==> src/rtl/tetris_pkg.sv <==
// Shared types and constants for the Tetris game core.
// Holds the game command encoding, the horizontal auto-repeat state
// encoding, the USB keycode mapping and the playfield dimensions.
package tetris_pkg;

  typedef enum logic [2:0] {
    CMD_NONE      = 3'd0,
    CMD_LEFT      = 3'd1,
    CMD_RIGHT     = 3'd2,
    CMD_ROTATE    = 3'd3,
    CMD_DOWN      = 3'd4,
    CMD_HARD_DROP = 3'd5
  } cmd_t;

  typedef enum logic [1:0] {
    H_IDLE   = 2'd0,
    H_DAS    = 2'd1,
    H_REPEAT = 2'd2
  } hstate_t;

  localparam logic [7:0] KEY_LEFT  = 8'h04;  // A
  localparam logic [7:0] KEY_RIGHT = 8'h07;  // D
  localparam logic [7:0] KEY_ROT   = 8'h1A;  // W
  localparam logic [7:0] KEY_DOWN  = 8'h16;  // S
  localparam logic [7:0] KEY_DROP  = 8'h2C;  // space

  localparam int GRID_W = 10;
  localparam int GRID_H = 22;

endpackage

==> src/rtl/key_repeat_fsm.sv <==
// Horizontal delayed-auto-shift / auto-repeat state machine.
// Ports:
//   frame_clk, Reset : frame clock, synchronous active-high reset
//   enable           : game running; when low the machine is held in IDLE
//   keycode          : current raw keycode
//   press_edge       : keycode is mapped and differs from last frame's keycode
//   emit             : one-frame strobe, a horizontal command is due this frame
//   dir              : direction of the command (valid while emit is high)
// emit/dir are decided from this frame's inputs so the command can be loaded
// into the output register on the same edge that samples the key.
module key_repeat_fsm
  import tetris_pkg::*;
#(
  parameter int         DAS_DELAY  = 10,
  parameter int         ARR_PERIOD = 3,
  parameter logic [7:0] LEFT_CODE  = tetris_pkg::KEY_LEFT,
  parameter logic [7:0] RIGHT_CODE = tetris_pkg::KEY_RIGHT
) (
  input  logic       frame_clk,
  input  logic       Reset,
  input  logic       enable,
  input  logic [7:0] keycode,
  input  logic       press_edge,
  output logic       emit,
  output cmd_t       dir
);

  localparam logic [7:0] DAS_LAST = 8'(DAS_DELAY - 1);
  localparam logic [7:0] ARR_LAST = 8'(ARR_PERIOD - 1);

  hstate_t    state, state_next;
  cmd_t       dir_q, dir_next;
  logic [7:0] cnt, cnt_next;
  logic [7:0] latched_key;
  logic       is_horiz;
  logic       held;

  assign latched_key = (dir_q == CMD_LEFT) ? LEFT_CODE : RIGHT_CODE;
  assign is_horiz    = (keycode == LEFT_CODE) || (keycode == RIGHT_CODE);
  assign held        = (state != H_IDLE) && (keycode == latched_key);
  assign dir         = dir_next;

  // Any keycode other than the latched key drops back to IDLE in the same
  // frame, and an opposite horizontal key is evaluated as a fresh press.
  always_comb begin
    state_next = state;
    dir_next   = dir_q;
    cnt_next   = cnt;
    emit       = 1'b0;
    if (!enable) begin
      state_next = H_IDLE;
      cnt_next   = 8'd0;
    end else if (held) begin
      if (state == H_DAS) begin
        if (cnt == DAS_LAST) begin
          emit       = 1'b1;
          cnt_next   = 8'd0;
          state_next = H_REPEAT;
        end else begin
          cnt_next = cnt + 8'd1;
        end
      end else begin
        if (cnt == ARR_LAST) begin
          emit     = 1'b1;
          cnt_next = 8'd0;
        end else begin
          cnt_next = cnt + 8'd1;
        end
      end
    end else if (is_horiz && press_edge) begin
      emit       = 1'b1;
      dir_next   = (keycode == LEFT_CODE) ? CMD_LEFT : CMD_RIGHT;
      cnt_next   = 8'd0;
      state_next = H_DAS;
    end else begin
      state_next = H_IDLE;
      cnt_next   = 8'd0;
    end
  end

  always_ff @(posedge frame_clk) begin
    if (Reset) begin
      state <= H_IDLE;
      dir_q <= CMD_LEFT;
      cnt   <= 8'd0;
    end else begin
      state <= state_next;
      dir_q <= dir_next;
      cnt   <= cnt_next;
    end
  end

endmodule

==> src/rtl/key_cmd_gen.sv <==
// Input conditioner for the Tetris core: turns the per-frame USB keycode
// into a stream of game commands with DAS/ARR on horizontal keys, merges in
// a gravity timer and hands out one command at a time on valid/ready.
// Ports:
//   frame_clk, Reset : frame clock, synchronous active-high reset
//   enable           : game running; when low the block is inert
//   keycode          : current USB keycode (8'h00 or unmapped = no key)
//   cmd_ready        : consumer accepts the presented command
//   cmd_valid, cmd   : presented command, stable until accepted
//   drop_count       : key commands discarded due to an occupied slot (saturating)
// Parameters must lie in 1..255 since all counters are 8 bits.
module key_cmd_gen
  import tetris_pkg::*;
#(
  parameter int         DAS_DELAY   = 10,
  parameter int         ARR_PERIOD  = 3,
  parameter int         GRAV_PERIOD = 20,
  parameter int         SOFT_PERIOD = 2,
  parameter logic [7:0] KEY_LEFT    = tetris_pkg::KEY_LEFT,
  parameter logic [7:0] KEY_RIGHT   = tetris_pkg::KEY_RIGHT,
  parameter logic [7:0] KEY_ROT     = tetris_pkg::KEY_ROT,
  parameter logic [7:0] KEY_DOWN    = tetris_pkg::KEY_DOWN,
  parameter logic [7:0] KEY_DROP    = tetris_pkg::KEY_DROP
) (
  input  logic       frame_clk,
  input  logic       Reset,
  input  logic       enable,
  input  logic [7:0] keycode,
  input  logic       cmd_ready,
  output logic       cmd_valid,
  output cmd_t       cmd,
  output logic [7:0] drop_count
);

  localparam logic [7:0] GRAV_LAST = 8'(GRAV_PERIOD - 1);
  localparam logic [7:0] SOFT_LAST = 8'(SOFT_PERIOD - 1);

  logic [7:0] prev_keycode;
  logic [7:0] grav_cnt, grav_cnt_next, grav_last;
  logic       grav_pending;
  logic       grav_evt;
  logic       mapped, press_edge, slot_free;
  logic       h_emit;
  cmd_t       h_dir;
  cmd_t       key_cmd;

  assign mapped     = (keycode == KEY_LEFT) || (keycode == KEY_RIGHT) ||
                      (keycode == KEY_ROT)  || (keycode == KEY_DOWN)  ||
                      (keycode == KEY_DROP);
  assign press_edge = mapped && (keycode != prev_keycode);
  assign slot_free  = !cmd_valid || cmd_ready;
  assign grav_last  = (keycode == KEY_DOWN) ? SOFT_LAST : GRAV_LAST;

  key_repeat_fsm #(
    .DAS_DELAY (DAS_DELAY),
    .ARR_PERIOD(ARR_PERIOD),
    .LEFT_CODE (KEY_LEFT),
    .RIGHT_CODE(KEY_RIGHT)
  ) u_repeat (
    .frame_clk (frame_clk),
    .Reset     (Reset),
    .enable    (enable),
    .keycode   (keycode),
    .press_edge(press_edge),
    .emit      (h_emit),
    .dir       (h_dir)
  );

  // Only one keycode exists per frame, so at most one of these can be live;
  // the ordering still documents the intended priority.
  always_comb begin
    key_cmd = CMD_NONE;
    if (enable) begin
      if (press_edge && keycode == KEY_DROP)     key_cmd = CMD_HARD_DROP;
      else if (press_edge && keycode == KEY_ROT) key_cmd = CMD_ROTATE;
      else if (h_emit)                           key_cmd = h_dir;
    end
  end

  // A down press restarts the timer with an immediate step; a down release
  // restarts it silently so normal gravity resumes a full period later.
  always_comb begin
    grav_evt      = 1'b0;
    grav_cnt_next = grav_cnt;
    if (!enable) begin
      grav_cnt_next = 8'd0;
    end else if (press_edge && keycode == KEY_DOWN) begin
      grav_evt      = 1'b1;
      grav_cnt_next = 8'd0;
    end else if (prev_keycode == KEY_DOWN && keycode != KEY_DOWN) begin
      grav_cnt_next = 8'd0;
    end else if (grav_cnt == grav_last) begin
      grav_evt      = 1'b1;
      grav_cnt_next = 8'd0;
    end else begin
      grav_cnt_next = grav_cnt + 8'd1;
    end
  end

  // Keys beat gravity for the slot; a gravity step that cannot load is kept
  // as a single sticky pending flag, while a key that cannot load is dropped.
  always_ff @(posedge frame_clk) begin
    if (Reset) begin
      prev_keycode <= 8'd0;
      grav_cnt     <= 8'd0;
      grav_pending <= 1'b0;
      cmd_valid    <= 1'b0;
      cmd          <= CMD_NONE;
      drop_count   <= 8'd0;
    end else begin
      prev_keycode <= keycode;
      grav_cnt     <= grav_cnt_next;
      if (!enable) begin
        cmd_valid    <= 1'b0;
        cmd          <= CMD_NONE;
        grav_pending <= 1'b0;
      end else if (slot_free) begin
        if (key_cmd != CMD_NONE) begin
          cmd_valid <= 1'b1;
          cmd       <= key_cmd;
          if (grav_evt) grav_pending <= 1'b1;
        end else if (grav_evt || grav_pending) begin
          cmd_valid    <= 1'b1;
          cmd          <= CMD_DOWN;
          grav_pending <= 1'b0;
        end else begin
          cmd_valid <= 1'b0;
          cmd       <= CMD_NONE;
        end
      end else begin
        if (key_cmd != CMD_NONE && drop_count != 8'hFF)
          drop_count <= drop_count + 8'd1;
        if (grav_evt) grav_pending <= 1'b1;
      end
    end
  end

endmodule

==> config.mk <==
export PLATFORM = sky130hd
export DESIGN_NAME = key_cmd_gen
export DESIGN_NICKNAME = d
export VERILOG_FILES = /design/src/rtl/tetris_pkg.sv /design/src/rtl/key_repeat_fsm.sv /design/src/rtl/key_cmd_gen.sv
export SDC_FILE = /design/constraint.sdc
export NUM_CORES = 1
export LEC_CHECK = 0
export ABC_AREA = 1
export BUFFER_PORTS_ARGS = -buffer_cell sky130_fd_sc_hd__buf_2
export CAP_MARGIN = 20
export CORE_ASPECT_RATIO = 1.1
export CORE_MARGIN = 8
export CORE_UTILIZATION = 60
export DETAILED_ROUTE_END_ITERATION = 8
export GPL_TIMING_DRIVEN = 0
export PLACE_DENSITY = 0.81
export REMOVE_ABC_BUFFERS = 1
export SLEW_MARGIN = 30
export SYNTH_ARGS = -nofsm -noshare
export SYNTH_HDL_FRONTEND = slang
export SYNTH_HIERARCHICAL = 1
export SYNTH_SLANG_ARGS = --single-unit
==> constraint.sdc <==
create_clock -name frame_clk -period 5.7 [get_ports frame_clk]
set_input_delay 0.57 -clock frame_clk [delete_from_list [all_inputs] [get_ports frame_clk]]
set_output_delay 0.57 -clock frame_clk [all_outputs]
set_load 0.02 [all_outputs]
# After elaboration in Yosys (flattened, before gate mapping)
# Cells that the tools add are included.
# Widths: inputs -> output; s select.
dict set report word_totals {
  ff_bits 42
  input_bits 12
  output_inout_bits 12
}
dict set report classes {
  addsub 3
  n_eq_ne 18
  n_mux 35
  bitwise 3
  reduce_logical 22
}
# operator count
set ops {}
lappend ops {{$mux 3} 9}
lappend ops {{$add 8x1->8 const B} 3}
lappend ops {{$eq 8x5->1 const B} 3}
lappend ops {{$mux 8} 3}
lappend ops {{$mux 1} 17}
lappend ops {{$eq 8x3->1 const B} 2}
lappend ops {{$mux 2} 5}
lappend ops {{$eq 8x2->1 const B} 1}
lappend ops {{$eq 8x4->1 const B} 1}
lappend ops {{$eq 8x5->1} 1}
lappend ops {{$eq 8x6->1 const B} 1}
lappend ops {{$eq 8x8->1} 1}
lappend ops {{$logic_and 1x1->1} 8}
lappend ops {{$ne 8x5->1 const B} 1}
lappend ops {{$ne 8x8->1} 1}
lappend ops {{$ne 8x8->1 const B} 1}
lappend ops {{$logic_or 1x1->1} 6}
lappend ops {{$mux 5} 1}
lappend ops {{$reduce_or 5->1} 1}
lappend ops {{$ne 2x2->1 const B} 2}
lappend ops {{$eq 3x1->1 const B} 1}
lappend ops {{$ne 3x1->1 const B} 1}
lappend ops {{$not 1->1} 3}
lappend ops {{$reduce_and 3->1} 1}
lappend ops {{7 further kinds} 7}

# Logic depth before layout (Yosys ltp)
dict set report depth {
  word_depth 17
  ltp_mapped 24
  mapped_depth_nobuf 24
}

# Modules after synthesis
# The synthesis kept the hierarchy.
# module n_inst cells_per_inst area_each_um2 seq_area_each_um2
set modules_own_cells {}
lappend modules_own_cells {key_cmd_gen 1 219 1552.7 580.6}
lappend modules_own_cells {key_repeat_fsm 1 119 815.8 260.2}

# Worst setup path after synthesis
# No wires, ideal clock.
dict set report synth_timing {
  kind {input port to flip-flop}
  startpoint {input port keycode[7]}
  endpoint {register drop_count[6]}
  setup_time_ns 0.071
  arrival_time_ns 2.385
  required_ns 5.629
  setup_slack_ns 3.244
  stages 20
  n_path_buf 0
  path_cell_list {nor2_1 -> nand2_1 -> nor2_2 -> nor2_2 -> nand3_2 -> and2_4 -> nand2_1 -> inv_1 -> nand2_1 -> nor2_1 -> nand3_1 -> nand2_1 -> inv_1 -> nand2_1 -> nand2_1 -> o21bai_4 -> nand2_8 -> nand2_4 -> nand2_1 -> a21oi_1}
}
dict set report synth_via {
  elab_chain_cells 17
}
# element line
set synth_rtl {}
lappend synth_rtl {{start: declaration} key_cmd_gen.sv:28} ;# input logic [7:0] keycode,
lappend synth_rtl {{$eq 8x3->1} key_cmd_gen.sv:47} ;# assign mapped = (keycode == KEY_LEFT) || (keycode == KEY_RIGHT) ||
lappend synth_rtl {{$logic_or 1x1->1 (2 in series)} key_cmd_gen.sv:47}
lappend synth_rtl {{$logic_or 1x1->1 (2 in series)} key_cmd_gen.sv:48} ;# (keycode == KEY_ROT) || (keycode == KEY_DOWN) ||
lappend synth_rtl {{$logic_and 1x1->1 (*)} key_cmd_gen.sv:50} ;# assign press_edge = mapped && (keycode != prev_keycode);
lappend synth_rtl {{named net press_edge} key_cmd_gen.sv:42} ;# logic mapped, press_edge, slot_free;
lappend synth_rtl {{$logic_and 1x1->1 (*)} key_repeat_fsm.sv:70} ;# end else if (is_horiz && press_edge) begin
lappend synth_rtl {{$mux 3 (*)} key_repeat_fsm.sv:70}
lappend synth_rtl {{$mux 3 (*)} key_repeat_fsm.sv:53} ;# end else if (held) begin
lappend synth_rtl {{$mux 3 (*)} key_repeat_fsm.sv:50} ;# if (!enable) begin
lappend synth_rtl {{named net h_dir[0]} key_cmd_gen.sv:44} ;# cmd_t h_dir;
lappend synth_rtl {{$mux 3 (*)} key_cmd_gen.sv:76} ;# else if (h_emit) key_cmd = h_dir;
lappend synth_rtl {{$mux 3 (*)} key_cmd_gen.sv:75} ;# else if (press_edge && keycode == KEY_ROT) key_cmd = CMD_ROTATE;
lappend synth_rtl {{$mux 3 (*)} key_cmd_gen.sv:74} ;# if (press_edge && keycode == KEY_DROP) key_cmd = CMD_HARD_DROP;
lappend synth_rtl {{$mux 3 (*)} key_cmd_gen.sv:73} ;# if (enable) begin
lappend synth_rtl {{$reduce_bool 3->1 (*)} key_cmd_gen.sv:131} ;# if (key_cmd != CMD_NONE && drop_count != 8'hFF)
lappend synth_rtl {{$logic_and 1x1->1 (*)} key_cmd_gen.sv:131}
lappend synth_rtl {{$reduce_and 3->1 (no source line) (*)} --}
lappend synth_rtl {{end signal: assignment} key_cmd_gen.sv:132} ;# drop_count <= drop_count + 8'd1;
lappend synth_rtl {{end: declaration} key_cmd_gen.sv:32} ;# output logic [7:0] drop_count
# The timed path passes the listed nets; every way through them passes the cells marked *.
# A chain may end at the register's enable or synchronous reset.

# Worst setup path after layout
dict set report layout_timing {
  startpoint {input port keycode[7]}
  endpoint {register drop_count[7]}
}
# The elaborated chain is that of the path after synthesis.

==> results by group <==
Status
  • Status: finished, final reports clean

Worst setup path
  • Crit path max fanout: 10
  • Worst Path Arrival: 2.79 ns
  • CP delay by family, top: simple AND/OR/NAND/NOR gates
  • Crit path launch type: primary input
  • Worst endpoint required time: a little under 6 ns
  • Critical path capture point type: register
  • Worst reg2reg startpoint: prev_keycode[3]
  • R2r endpoint: drop_count[7]
  • Bufs and invs on worst path: 3
  • Setup CP Type: in -> reg
  • Critical Path Slowest Stage Cell: o21bai_4
  • R2R depth: 21
  • Slowest stage delay, CP: roughly 0.24 ns
  • Crit-path cells: buf_2, nor2_1, nand2_1, nor2_2, nor2_2, nand3_2, and2_4, nand2_1, inv_1, nand2_1, nor2_1, nand3_1, nand2_1, inv_1, nand2_1, nand2_1, o21bai_4, nand2_8, nand2_4, nand2_1, a21oi_1
  • Critical path's most frequent cell: nand2_1
  • R2R Setup Slk: 3.35 ns

Detailed routing
  • DR pass1 iterations: 4
  • Vias: between 2000 and 2500
  • WL per Instance: between 10 and 15 um
  • Total Routed Length: between 4 and 5 mm
  • Final routed DRC violation total: 0
  • Antenna viol nets, final: 0
  • Initial DRC count: 58
  • Drt via density: 5.10

Die
  • Die Y: about 80 um
  • Die W: 75.9 um
  • Core Area: 3870 um^2
  • Row count: 24
  • Die Area: around 6200 um^2
  • Initial Utilization: between 60% and 70%
  • Top Ports: 24

Min path
  • Worst Hold Launch: cmd[1]
  • Hold EP: cmd[1]
  • Hold path cells: 2
  • Min-Delay Path Class: reg -> reg

Power and ir drop
  • P per Cell Area: a little over 200 nW/um^2
  • Max VDD drop: roughly 0.18 mV
  • Leak: roughly 0.0012 uW

GRT
  • Largest net degree at the start of global routing: 22
  • Vias in the first global route: 1979
  • GRT Resource Usage Total: about 15%
  • Initial antenna violation count: 0
  • First-pass GRT wire length: roughly 7.9 mm
  • Total grt overflow: 0

Timing
  • Max Fclk: roughly 390 MHz
  • Setup ws final: around 3.1 ns
  • Fin Setup TNS: 0 ns
  • Period utilisation layout: 45.2%
  • Final slew viol count: 0
  • Max-Slew Margin vs Limit: between 70% and 80%
  • Setup violators final: 0
  • Post-Route Skew: between 0.01 and 0.015 ns
  • Fin crit period: 2.58 ns
  • Unrepaired setup endpoints after global routing: false
  • Worst-margin pin slew: between 0.4 and 0.5 ns
  • Final hold violations: 0

Place
  • Buffers added on ports: 23
  • Routability Congestion: roughly 0.82
  • DP HPWL: between 3 and 4 mm
  • Cell Count Post-Placement: slightly above 400
  • Worst slack, placed: ~2.8 ns

CTS
  • Post-CTS setup buffer count: 0
  • Bufs on Longest Clock Path: 2
  • CTS Sinks: 42
  • Cts bufs inserted: 5
  • # resized after CTS: 0
  • CTS tree: done
  • Htree depth: 2
  • CTS Root Cell: clkbuf_8
  • Worst-Skew Late Latency: a little under 0.3 ns
  • Cts hold-fix bufs: 0
  • CTS clk-pin slew, worst paths: ~0.090 ns

Yosys
  • Dominant cells by area after synthesis: dfxtp_1 (35%), nand2_1 (12%), nor2_1 (7.1%), inv_1 (6.7%), nand3_1 (5.7%)
  • Post-Syn Area per Cell: between 7 and 8 um^2
  • Mapped Cells: between 300 and 400
  • Post-synth cell types: 30
  • Most numerous cell in the Yosys netlist: nand2_1
  • Synth async-reset ratio: 0%
  • Area leader, netlist: dfxtp_1
  • Top cell type's share of synthesized area: 35.5%
  • Synth top cells by count: nand2_1 (75), nor2_1 (45), dfxtp_1 (42), inv_1 (42), nand3_1 (27)
  • Post-synth EDFFs: 0
  • Post-synthesis sequential area ratio: a little over a third
  • Ys Warns: 6
  • Synth Register Bits: between 40 and 50
  • Synth Cell Area: roughly 2400 um^2
  • Synth Flop Type: dfxtp_1

Final layout
  • ANT cells: 0
  • Number of fill cells in the layout: 376
  • Final Net Count: 383
  • Area growth syn-to-layout: 11.3%
  • Multi-input logic area: 1330 um^2
  • Storage cell area: 841 um^2
  • Post-route insts no fill: approximately 420
  • Layout cells sized above 1: roughly 20%

Job
  • Maxcap violations: 0
metal layers:
layer / up-vias / wire length, um / global-route usage [%]
li1: 1116 / - / -
met3: 9 / 118 / 3.50
met5: - / 0 / 0
met2: 32 / 2290 / 28.1
met1: 980 / 2050 / 16.3
met4: 0 / 85 / 6.27
final cells by class:
type / count / share of cell area (%)
Clock buffer: 6 / 3.13
Timing Repair Buffer: 23 / 4.37
Clock inverter: 2 / 0.475
Tap cell: 52 / 2.47
Inverter: 51 / 7.26
Sequential cell: 42 / 31.9
Multi-Input combinational cell: 243 / 50.4
sequential cells by signal, summed over array words and instances (netlist names):
name and flops:
grav_cnt 8, u_repeat/state 2, drop_count 8, cmd 3
u_repeat/dir_q 3, u_repeat/cnt 8, cmd_valid 1, prev_keycode 8
grav_pending 1
kinds of logic after synthesis:
kind of cell               share of synthesized area [%]
and+or+nand+nor                                     41.2
buffers and inverters                               8.40
DFF                                                 35.5
AOI/OAI and AO/OA                                   5.97
xor gates and xnor gates                            6.29
adders and majority gates                           2.64
report_power, final:
part,total (uW),switching [uW],internal (uW),leakage [uW]
clock,198,101,97.3,0.0000472
combinational,36.5,23.1,13.4,0.000844
sequential,300,2.82,297,0.000341
worst max-delay path by stage:
stage | start | end | cells after the start
after floorplan | keycode[7] | drop_count[6] | 20
after global placement | keycode[7] | drop_count[4] | 21
after detailed placement | keycode[7] | drop_count[7] | 21
after CTS | keycode[7] | drop_count[7] | 21
after global routing | keycode[7] | drop_count[7] | 21
final | keycode[7] | drop_count[7] | 21
worst min-delay path, delay by kind of cell, from the launching register on:
kind             cells  cell delay, ns
AO/OA/AOI/OAI        1            0.05
flip-flops           1            0.31
AND/OR/NAND/NOR      1            0.06
through the flow:
stage,hold slack (ns),total power [uW],area (um^2),utilization (%)
2_1_floorplan,0.430,328,2360,-
3_3_place_gp,0.443,342,2540,65.6
3_5_place_dp,0.450,343,2540,65.6
4_1_cts,0.463,542,2640,68.1
5_1_grt,0.492,559,2640,68.1
6_report,0.461,535,2640,68.1
cell usage in the layout, fill, tap and decap left out, drive strengths merged, types with 5 or more instances in the layout:
cell type and n:
nand3 29, nor3 14, xor2 8, xnor2 9, ha 5, inv 51
buf 23, nand2 86, nand4 8, nor2 57, dfxtp 42, o21ai 7
a21oi 14, clkbuf 6
(Power assumes the default switching activity.)
